$ cat config.mk
export PLATFORM = sky130hd
export DESIGN_NAME = serial_subtractor_8bit
export DESIGN_NICKNAME = d
export VERILOG_FILES = /design/src/rtl/serial_subtractor_8bit_pkg.sv /design/src/rtl/serial_subtractor_8bit_full_subtr.sv /design/src/rtl/serial_subtractor_8bit.sv
export SDC_FILE = /design/constraint.sdc
export NUM_CORES = 1
export LEC_CHECK = 0
export BUFFER_PORTS_ARGS = -buffer_cell sky130_fd_sc_hd__buf_4
export CAP_MARGIN = 20
export CELL_PAD_IN_SITES_DETAIL_PLACEMENT = 0
export CELL_PAD_IN_SITES_GLOBAL_PLACEMENT = 1
export CORE_ASPECT_RATIO = 0.7
export CORE_UTILIZATION = 42
export DETAILED_ROUTE_END_ITERATION = 10
export PLACE_DENSITY_LB_ADDON = 0.08
export SETUP_SLACK_MARGIN = 0.4
export SLEW_MARGIN = 20
export SYNTH_ARGS = -nofsm -noshare
export SYNTH_HDL_FRONTEND = slang
export SYNTH_SLANG_ARGS = --single-unit
$ cat constraint.sdc
create_clock -name clk -period 2.4 [get_ports clk]
set_input_delay 0.48 -clock clk [delete_from_list [all_inputs] [get_ports clk]]
set_output_delay 0.48 -clock clk [all_outputs]
set_load 0.05 [all_outputs]
$ cat src/rtl/serial_subtractor_8bit_pkg.sv
// Shared definitions for the bit-serial subtractor: default width, FSM encoding
// and the signed-overflow rule applied when the last bit retires.
// No logic of its own; imported by serial_subtractor_8bit.
package serial_subtractor_8bit_pkg;

    localparam int DEF_WIDTH = 8;

    typedef enum logic [1:0] {
        ST_IDLE  = 2'd0,
        ST_SHIFT = 2'd1,
        ST_DONE  = 2'd2
    } state_e;

    // Two's-complement overflow of a - b: operand signs differ and the
    // result sign disagrees with the minuend sign.
    function automatic logic signed_ovf(input logic sign_a, input logic sign_b,
                                        input logic sign_d);
        return (sign_a != sign_b) && (sign_d != sign_a);
    endfunction

endpackage

$ cat src/rtl/serial_subtractor_8bit_full_subtr.sv
// One-bit full subtractor cell: diff = a - b - bin, with borrow-out.
// Latency: purely combinational, zero cycles.
// Backpressure: none; output follows the inputs.
// Ports: a_i (minuend bit), b_i (subtrahend bit), bin_i (borrow in),
//        diff_o (difference bit), bout_o (borrow out).
module full_subtr (
    input  logic a_i,
    input  logic b_i,
    input  logic bin_i,
    output logic diff_o,
    output logic bout_o
);

    assign diff_o = a_i ^ b_i ^ bin_i;
    // Borrow when a=0,b=1, or when a==b and a borrow is already pending.
    assign bout_o = (~a_i & b_i) | (~(a_i ^ b_i) & bin_i);

endmodule

$ cat src/rtl/serial_subtractor_8bit.sv
// Bit-serial WIDTH-bit subtractor D = A - B - bin, LSB first, one bit per clock.
// Latency: start accepted at edge k, result and done visible after edge k+WIDTH.
// Backpressure: start is ignored while busy or in the done cycle (no queuing).
// Ports: clk/rst_n (async active-low), start/A/B/bin (launch + operands),
//        busy (operation in flight), done (1-cycle result strobe),
//        D/bout/ovf (difference, final borrow, signed overflow; held until next result).
module serial_subtractor_8bit
    import serial_subtractor_8bit_pkg::*;
#(
    parameter int WIDTH = DEF_WIDTH
) (
    input  logic             clk,
    input  logic             rst_n,
    input  logic             start,
    input  logic [WIDTH-1:0] A,
    input  logic [WIDTH-1:0] B,
    input  logic             bin,
    output logic             busy,
    output logic             done,
    output logic [WIDTH-1:0] D,
    output logic             bout,
    output logic             ovf
);

    // Counter must be able to hold WIDTH (it reaches WIDTH on the last bit).
    localparam int               CNT_W    = $clog2(WIDTH + 1);
    localparam logic [CNT_W-1:0] CNT_LAST = CNT_W'(WIDTH - 1);

    state_e           state_q, state_d;
    logic [WIDTH-1:0] a_sh_q, a_sh_d;
    logic [WIDTH-1:0] b_sh_q, b_sh_d;
    logic [WIDTH-1:0] r_sh_q, r_sh_d;
    logic             brw_q, brw_d;
    logic [CNT_W-1:0] cnt_q, cnt_d;
    logic             sa_q, sa_d;
    logic             sb_q, sb_d;
    logic [WIDTH-1:0] d_q, d_d;
    logic             bout_q, bout_d;
    logic             ovf_q, ovf_d;

    logic             fs_diff;
    logic             fs_bout;

    full_subtr u_full_subtr (
        .a_i    (a_sh_q[0]),
        .b_i    (b_sh_q[0]),
        .bin_i  (brw_q),
        .diff_o (fs_diff),
        .bout_o (fs_bout)
    );

    always_ff @(posedge clk or negedge rst_n) begin
        if (!rst_n) begin
            state_q <= ST_IDLE;
        end else begin
            state_q <= state_d;
        end
    end

    always_ff @(posedge clk or negedge rst_n) begin
        if (!rst_n) begin
            a_sh_q <= '0;
            b_sh_q <= '0;
            r_sh_q <= '0;
            brw_q  <= 1'b0;
            cnt_q  <= '0;
            sa_q   <= 1'b0;
            sb_q   <= 1'b0;
            d_q    <= '0;
            bout_q <= 1'b0;
            ovf_q  <= 1'b0;
        end else begin
            a_sh_q <= a_sh_d;
            b_sh_q <= b_sh_d;
            r_sh_q <= r_sh_d;
            brw_q  <= brw_d;
            cnt_q  <= cnt_d;
            sa_q   <= sa_d;
            sb_q   <= sb_d;
            d_q    <= d_d;
            bout_q <= bout_d;
            ovf_q  <= ovf_d;
        end
    end

    always_comb begin
        state_d = state_q;
        a_sh_d  = a_sh_q;
        b_sh_d  = b_sh_q;
        r_sh_d  = r_sh_q;
        brw_d   = brw_q;
        cnt_d   = cnt_q;
        sa_d    = sa_q;
        sb_d    = sb_q;
        d_d     = d_q;
        bout_d  = bout_q;
        ovf_d   = ovf_q;
        busy    = 1'b0;
        done    = 1'b0;

        unique case (state_q)
            ST_IDLE: begin
                if (start) begin
                    a_sh_d  = A;
                    b_sh_d  = B;
                    brw_d   = bin;
                    cnt_d   = '0;
                    sa_d    = A[WIDTH-1];
                    sb_d    = B[WIDTH-1];
                    state_d = ST_SHIFT;
                end
            end

            ST_SHIFT: begin
                busy   = 1'b1;
                a_sh_d = a_sh_q >> 1;
                b_sh_d = b_sh_q >> 1;
                r_sh_d = {fs_diff, r_sh_q[WIDTH-1:1]};
                brw_d  = fs_bout;
                cnt_d  = cnt_q + CNT_W'(1);
                if (cnt_q == CNT_LAST) begin
                    // Last bit: fs_diff is the MSB, so the full result and the
                    // final borrow are known this cycle; publish them directly.
                    d_d     = {fs_diff, r_sh_q[WIDTH-1:1]};
                    bout_d  = fs_bout;
                    ovf_d   = signed_ovf(sa_q, sb_q, fs_diff);
                    state_d = ST_DONE;
                end
            end

            ST_DONE: begin
                done    = 1'b1;
                state_d = ST_IDLE;
            end

            default: begin
                state_d = ST_IDLE;
            end
        endcase
    end

    assign D    = d_q;
    assign bout = bout_q;
    assign ovf  = ovf_q;

endmodule

==> flow_summary.toml <==
[timing]
rsz0062_at_grt = "no"
fin_tns_setup_ps = 0
post-route-min-period_ps = 1790
relSlewSlack_pct = 51.5
fmax_mhz = 559
hold_viol = 0
fin_crit_sh_pct = 74.6
tightest_slew_ps = 726
finalSetupViolCount = 0
layout_setup_ws_ps = 610
finalMaxSlewViolations = 0
finClkSkew_ps = 5.30

[placement]
dp_hpwl_mm = 2.53
gp_congestion = 0.731
dp_slack_ps = 626
port_buffers = 31

[cts]
post_cts_buffers = 0
insertion_delay_ps = 290
clkTransAtPathRegs_ps = 80
cts_max_path_buffers = 2
clockRootBuffer = "clkbuf_8"
cts.sinks = 42
hold_buffers = 0
numCtsBuffers = 5
cts_resized = 0
cts_tree = "built"
h-tree-depth = 2

[route]
drt_first_pass_iters = 5
wire_per_inst_um = 14.5
drtAntennaViolNets = 0
highest_layer = "met4"
vias = 1319
wl_met3_um = 174
drc_errors = 0
m1WireLength_mm = 1.98
detail_route.vias_per_cell = 5.17
wl_met2_mm = 1.49
first_iter_violations = 30
wl_mm = 3.70

[logic_synthesis]
syn_area_um2 = 1870
syn-num-nets = 193
synth-edff-count = 0
synth_mux_area_share_pct = 9.36
avgSynthCellArea_um2 = 10.9
synth_compound_area_share_pct = 12.8
synthDistinctLibCells = 28
ys_ff_latch = 42
synth_xor_area_share_pct = 0
async_flop_share_pct = 100
ys.flop_type = "dfrtp_1"
yosysWarnings = 0
synth_top_family_by_area = "simple AND/OR/NAND/NOR gates"
seq_area_frac_synth_pct = 56.2
synthSimpleGateAreaFrac_pct = 15.5
synth_fa_ha_area_share_pct = 1.74
syn_inst = 171

[run_status]
status = "completed"

[setup_path]
rr_worst_depth = 4
arrival_ps = 1970
critPathKind = "flop to flop"
cp-end-kind = "flop"
reg2reg_to = "D[0]"
crit_fanout = 11
worst_setup_path_start_kind = "flop"
reg2reg_setup_slack_ps = 610
cp.required_ps = 2580
r2r-start = "cnt_q[0]"

[finish]
layout_commonest_cell = "dfrtp_1"
drive_gt1_share_pct = 28.1
antenna_cells = 0
layout.area.seq_um2 = 1050
synthToLayoutAreaGrowth_pct = 21.2
final_cell_mix = "dfrtp_1, nand2_1, buf_4, o21ai_0, a22oi_1"
fillers = 353
multiInputGateArea_um2 = 738
final_nets = 224

[floorplanning]
core_um2 = 4090
ios = 32
die_h_um = 57.8
row_count = 19
die_w_um = 81.8
start_util_pct = 45.7
die_area_um2 = 4730

[grt]
grt_pass1_wl_mm = 6.22
grt_pass1_vias = 1204
grt_usage_pct = 18.2
grt_max_degree = 43
antenna_found_initial = 0
grt-ovfl-total = 0

[pwr]
ir_drop_uv = 827
p_per_area_nw_per_um2 = 1490
leakagePower_nw = 1.07

[job]
maxCapViolCount = 0

[min_path]
hp-class = "input port to async pin"
-- synth_stat cells, types with 2 or more instances --
master | count | share of area, %
buf_4 | 2 | 0.80
a22o_1 | 2 | 0.94
nor2_1 | 2 | 0.40
and2b_1 | 2 | 0.80
buf_2 | 5 | 1.3
inv_1 | 3 | 0.60
mux2_4 | 8 | 6.4
nand2_1 | 41 | 8.2
mux2_2 | 4 | 2.4
buf_6 | 2 | 1.2
o21ai_0 | 19 | 5.1
nor2b_1 | 5 | 1.7
dfrtp_1 | 42 | 56
a22oi_1 | 12 | 4.8
nand3_1 | 3 | 0.80
a21oi_1 | 6 | 1.6
and3b_1 | 2 | 0.94
-- final cells by class --
cell class | count | area share [%]
sequential | 42 | 46.4
multi-input combinational | 115 | 32.6
timing repair buffer | 34 | 11.3
clock buffer | 6 | 3.64
tap | 52 | 2.87
clock inverter | 2 | 2.65
inverter | 4 | 0.662
-- metrics by stage --
step                      utilization [%]  cells  cell area (µm²)  hold WS (ps)  total power [mW]
after floorplan                         -    171             1870           184              2.34
after global routing                 55.4    255             2270           196              3.62
after CTS                            55.4    255             2270           181              3.40
after global placement               52.0    247             2120           460              2.66
after detailed placement             52.0    247             2120           470              2.71
final                                55.4    255             2270           154              3.37
-- cells by family (layout without fill, tap and decap cells) --
group / Yosys count / after routing
adder cells (fa/ha/maj): 2 / 2
AO/OA/AOI/OAI: 40 / 40
flip-flops: 42 / 42
multiplexers: 13 / 13
buffers and inverters: 14 / 46
AND/OR/NAND/NOR: 60 / 60
-- per-layer routing --
layer	GRT usage, %	up-vias
met3	4.88	8
li1	-	641
met1	28.1	638
met2	23.6	32
met4	7.52	0
met5	0	-
-- critical path: stages, from the launching register on --
cell	delay (ps)
dfrtp_1	390
ha_1	190
nand2_1	100
nor3_4	580
mux2_2	410
-- how the worst max path moves through the flow --
stage                          start    to  cells after the start
after global routing        cnt_q[0]  D[0]                      4
final                       cnt_q[0]  D[0]                      4
after detailed placement    cnt_q[0]  D[0]                      4
after floorplan           state_q[0]  done                      3
after CTS                   cnt_q[0]  D[0]                      4
after global placement      cnt_q[0]  D[0]                      4
-- power breakdown --
| group | internal [mW] | switching, mW |
|---|---|---|
| Combinational | 0.580 | 0.877 |
| Clock | 0.444 | 0.245 |
| Sequential | 1.02 | 0.211 |
-- sequential cells by signal (all words and copies together) (netlist names) --
signal,flops
b_sh_q,8
r_sh_q,7
state_q,2
D,8
ovf,1
bout,1
brw_q,1
a_sh_q,8
cnt_q,4
sb_q,1
sa_q,1
Note: power is estimated with default switching activity, not from simulation.
